## config.mk

```make
export PLATFORM = sky130hd
export DESIGN_NAME = gerador_paridade_serial
export DESIGN_NICKNAME = d
export VERILOG_FILES = /design/src/rtl/gerador_paridade_serial.sv
export SDC_FILE = /design/constraint.sdc
export NUM_CORES = 1
export LEC_CHECK = 0
export ABC_CLOCK_PERIOD_IN_PS = 2500
export CAP_MARGIN = 0
export CELL_PAD_IN_SITES_DETAIL_PLACEMENT = 1
export CELL_PAD_IN_SITES_GLOBAL_PLACEMENT = 1
export CORE_AREA = 2 2 42 82
export DETAILED_ROUTE_END_ITERATION = 8
export DIE_AREA = 0 0 44 84
export GPL_ROUTABILITY_DRIVEN = 1
export GPL_TIMING_DRIVEN = 0
export PLACE_DENSITY_LB_ADDON = 0.2
export SLEW_MARGIN = 20
export SYNTH_ARGS = -nofsm -noshare
export SYNTH_HDL_FRONTEND = slang
export SYNTH_SLANG_ARGS = --single-unit
```

## constraint.sdc

```tcl
create_clock -name clk -period 2.5 [get_ports clk]
set_clock_uncertainty 0.05 [all_clocks]
set_input_delay 0.5 -clock clk [delete_from_list [all_inputs] [get_ports clk]]
set_output_delay 0.5 -clock clk [all_outputs]
set_load 0.01 [all_outputs]
```

## src/rtl/gerador_paridade_serial.sv

```systemverilog
// gerador_paridade_serial: serial parity-frame transmitter.
// Accepts a DATA_W-bit word and appends its parity bit.
// Sends start, data LSB-first, parity, stop on saida_serial.
// The encoded word also appears in parallel on palavra.
// Ports:
//   clk, rst_n     - clock (rising) / async active-low reset
//   dado, valido   - word to send / request (accept when pronto)
//   pronto         - idle, ready to accept
//   ocupado        - frame in progress (~pronto)
//   saida_serial   - serial line, idles high
//   palavra        - {dado, parity}, held until next accept
//   palavra_valida - one-cycle pulse after accept
// Optional macro GERADOR_INJETA_ERRO_EN adds input forca_erro;
// when high at accept, that frame carries an inverted parity bit.
module gerador_paridade_serial #(
    parameter int DATA_W       = 5,
    parameter bit ODD_PARITY   = 1'b0,
    parameter int CLKS_PER_BIT = 4
) (
    input  logic              clk,
    input  logic              rst_n,
    input  logic [DATA_W-1:0] dado,
    input  logic              valido,
`ifdef GERADOR_INJETA_ERRO_EN
    input  logic              forca_erro,
`endif
    output logic              pronto,
    output logic              ocupado,
    output logic              saida_serial,
    output logic [DATA_W:0]   palavra,
    output logic              palavra_valida
);

    localparam int BW = (DATA_W > 1) ? $clog2(DATA_W) : 1;
    localparam logic [BW-1:0] ULTIMO_BIT = BW'(DATA_W - 1);
    localparam logic [7:0]    ULTIMO_CLK = 8'(CLKS_PER_BIT - 1);

    typedef enum logic [2:0] {
        OCIOSO,
        INICIO,
        DADOS,
        PARIDADE,
        PARADA
    } estado_t;

    estado_t           estado;
    logic [DATA_W-1:0] shift;
    logic              par;
    logic [7:0]        baud;
    logic [BW-1:0]     bit_cnt;
    logic              erro;
    logic              aceite;
    logic              fim_bit;
    logic              par_novo;

`ifdef GERADOR_INJETA_ERRO_EN
    assign erro = forca_erro;
`else
    assign erro = 1'b0;
`endif

    assign pronto   = (estado == OCIOSO);
    assign ocupado  = ~pronto;
    assign aceite   = valido & pronto;
    assign fim_bit  = (baud == ULTIMO_CLK);
    assign par_novo = (^dado) ^ ODD_PARITY ^ erro;

    // saida_serial is loaded from the current state's line level,
    // so the line trails the state by one clock: the start bit
    // shows up on the edge after the accept edge.
    always_ff @(posedge clk or negedge rst_n) begin
        if (!rst_n) begin
            estado         <= OCIOSO;
            shift          <= '0;
            par            <= 1'b0;
            baud           <= '0;
            bit_cnt        <= '0;
            saida_serial   <= 1'b1;
            palavra        <= '0;
            palavra_valida <= 1'b0;
        end else begin
            palavra_valida <= aceite;
            case (estado)
                OCIOSO: begin
                    saida_serial <= 1'b1;
                    baud         <= '0;
                    bit_cnt      <= '0;
                    if (aceite) begin
                        shift   <= dado;
                        par     <= par_novo;
                        palavra <= {dado, par_novo};
                        estado  <= INICIO;
                    end
                end
                INICIO: begin
                    saida_serial <= 1'b0;
                    if (fim_bit) begin
                        baud   <= '0;
                        estado <= DADOS;
                    end else begin
                        baud <= baud + 8'd1;
                    end
                end
                DADOS: begin
                    saida_serial <= shift[0];
                    if (fim_bit) begin
                        baud  <= '0;
                        shift <= shift >> 1;
                        if (bit_cnt == ULTIMO_BIT) begin
                            bit_cnt <= '0;
                            estado  <= PARIDADE;
                        end else begin
                            bit_cnt <= bit_cnt + 1'b1;
                        end
                    end else begin
                        baud <= baud + 8'd1;
                    end
                end
                PARIDADE: begin
                    saida_serial <= par;
                    if (fim_bit) begin
                        baud   <= '0;
                        estado <= PARADA;
                    end else begin
                        baud <= baud + 8'd1;
                    end
                end
                PARADA: begin
                    saida_serial <= 1'b1;
                    if (fim_bit) begin
                        baud   <= '0;
                        estado <= OCIOSO;
                    end else begin
                        baud <= baud + 8'd1;
                    end
                end
                default: begin
                    saida_serial <= 1'b1;
                    baud         <= '0;
                    estado       <= OCIOSO;
                end
            endcase
        end
    end

endmodule
```

==> reports/qor.txt <==
min Tclk post-route = 2360 ps
global-route met2 utilization = 34.5%
Core Area = 3120 um^2
Site Rows = 29
Final Setup Violations = 0
Die X = 44 um
Final HPWL DP = 2.19 mm
largest net degree at the start of global routing = 28
chip height = 84 um
routability cong. = 0.813
Sum Neg Setup Slack = 0 ps
clock transition at the registers of the reported paths = 90 ps
first-pass GRT wire length = 5.09 mm
worst skew pair latency = 270 ps
number of H-tree levels = 1
CP Data Arrival Time = 1810 ps
Worst path max stage delay = 530 ps
via count = 950
Final Hold Fails = 0
initial DRC count = 12
RSZ-0062 raised after global routing = false
CTS tree = done
# port buffers = 17
yosys warns = 0
worst hold margin = 176 ps
CP Data Required Time = 1950 ps
area of the multi-input gates = 588 um^2
GR peak layer = met2
CP cell instances = buf_6 > or3_4 > clkinv_2 > clkdlybuf4s50_1
met1 Resource Use GR = 19.2%
Max Cap Viol = 0
upper clock frequency limit = 423 MHz
pwr/cell area = 1070 nW/um^2
outcome = finished, final reports clean
Final Util = 50.6%
Post-CTS Resized = 0
Post-Synthesis Cells = 120
Syn-to-layout area delta = 18.7%
layout cell share with drive strength beyond 1 = 14.9%
Die ar. = 3700 um^2
register area = 677 um^2
Post-Place Cell Area = 1530 um^2
total track usage = 18.4%
Worst setup EP type = output port
final-layout fill cell count = 346
initial antenna violation count = 0
gr ovfl total = 0
Initial Utilization = 42.6%
DR pass1 iterations = 2
DRC Markers = 0
Yosys reg bits = 27
# diodes = 0
Post-layout nets = 153
Ports = 18
slew margin rel. = 59.7%
post-DR wirelength/cell = 16.3 um
Synth Cell Area = 1330 um^2
grt met3 use = 2.16%
Slew @ Worst Pin = 604 ps
Hold Crit Class = input pin to asynchronous set/reset pin
Crit Path Category = register to output port
Startpoint Class = register
FF-to-FF setup slack = 520 ps
syn_nets = 131
vias in the first global route = 1092
Final Cell Area = 1580 um^2
Final period util = 94.5%
VDD IR max = 504 uV
clock sinks = 27
TritonCTS buffer count = 3
Cell variety after synth = 38
Final Max Slew Viols = 0
Routed WL = 2.80 mm
Post-CTS Setup Bufs = 0
Seq/Total Area, Yosys = 50.9%
# hold bufs at CTS = 0
slowest CP cell = clkdlybuf4s50_1
Max FO, Critical Path = 9
Avg Inst Size Synth = 11.1 um^2
Leakage = 0.000721 uW
CTS Buffer Depth = 2
clk root buf = clkbuf_8
post-route ant nets = 0
Via density = 5.52
==> worst paths after layout <==
kind,from,cells past startpoint,to
max reg2reg,baud[0],5,estado[0]
max,estado[0],4,pronto
max in group asynchronous,rst_n,1,baud[7]
min,rst_n,1,palavra[5]
min reg2reg,baud[0],1,baud[0]
min in group clk,baud[0],1,baud[0]
==> metrics by stage <==
stage          power, uW  setup slack, ps  instances
3_3_place_gp        1430              457        168
6_report            1680              137        172
4_1_cts             1710              133        172
3_5_place_dp        1460              442        168
5_1_grt             1810             70.8        172
2_1_floorplan       1150              776        120
==> critical path: cells and delay by family (launching register included) <==
family | cells | cell delay (ps)
DFF | 1 | 390
and+or+nand+nor | 1 | 410
buffers and inverters | 3 | 740
==> metal layers <==
layer | up-vias | routed length (um)
met5 | - | 0
met4 | 0 | 51
met3 | 5 | 91
met2 | 18 | 1680
met1 | 471 | 982
li1 | 456 | -
==> area by class of cell <==
cell class	instances	share of cell area (%)
sequential	27	42.9
multi-input combinational	81	37.2
timing repair buffer	17	10.5
clock buffer	4	2.85
tap	31	2.46
buffer	4	2.14
inverter	8	1.98
==> cell usage in the layout (no fill, tap or decap), types with 2 or more instances in the layout <==
cell | synthesis | routed
a21oi_1 | 3 | 3
xor2_1 | 5 | 5
clkbuf_8 | 0 | 3
mux2_4 | 4 | 4
o21a_1 | 3 | 3
nor2_1 | 12 | 12
nand3_1 | 10 | 10
ha_1 | 3 | 3
mux2_2 | 2 | 2
clkdlybuf4s50_1 | 0 | 16
dfrtp_1 | 26 | 26
clkbuf_1 | 1 | 2
and3_1 | 2 | 2
xnor2_1 | 6 | 6
o21ai_0 | 3 | 3
inv_1 | 7 | 7
o22ai_1 | 2 | 2
mux2i_1 | 2 | 2
o22a_1 | 3 | 3
buf_6 | 2 | 2
nand2_1 | 5 | 5
==> cells in the mapped netlist <==
cell type  count  area share [%]
a31oi_1        1            0.47
nand3_1       10             3.8
a311o_1        1            0.75
a21oi_1        3             1.1
and3_1         2            0.94
dfrtp_1       26              49
nor3b_1        1            0.56
nand2_2        1            0.47
ha_1           3             2.8
o22a_1         3             2.0
inv_1          7             2.0
o22ai_1        2            0.94
or3_4          1            0.85
nand2_1        5             1.4
nand4_1        1            0.47
xnor2_1        6             4.0
a22o_1         1            0.66
clkbuf_1       1            0.28
dfstp_2        1             2.0
o21ai_0        3             1.1
buf_6          2             1.7
buf_4          1            0.56
nand2_4        1            0.85
or3_1          1            0.47
nor4_2         1            0.94
a211oi_1       1            0.56
o2bb2ai_1      1            0.66
nor2_1        12             3.4
o31ai_1        1            0.56
o21a_1         3             1.7
clkinv_2       1            0.38
xor2_1         5             3.3
nand3_2        1            0.75
mux2_4         4             4.5
or2_2          1            0.47
mux2_2         2             1.7
mux2i_1        2             1.5
o211ai_1       1            0.56
==> registers in the layout, indices dropped and copies added, names as in the netlist <==
signal          cells
palavra_valida      1
bit_cnt             3
estado              3
saida_serial        1
palavra             6
baud                8
shift               5
==> cell families after synthesis <==
family                   count (synthesis)  share of synthesized area [%]
flip-flops                              27                           50.9
adder cells (fa/ha/maj)                  3                           2.82
buffers and inverters                   12                           4.89
AO/OA/AOI/OAI                           21                           11.1
XOR/XNOR                                11                           7.24
AND/OR/NAND/NOR                         38                           15.3
multiplexers                             8                           7.71
==> report_power, final <==
group          switching (uW)  internal, uW
Combinational             365           404
Sequential               86.0           582
Clock                     133           114
No activity file was read; power rests on OpenSTA's default activity.
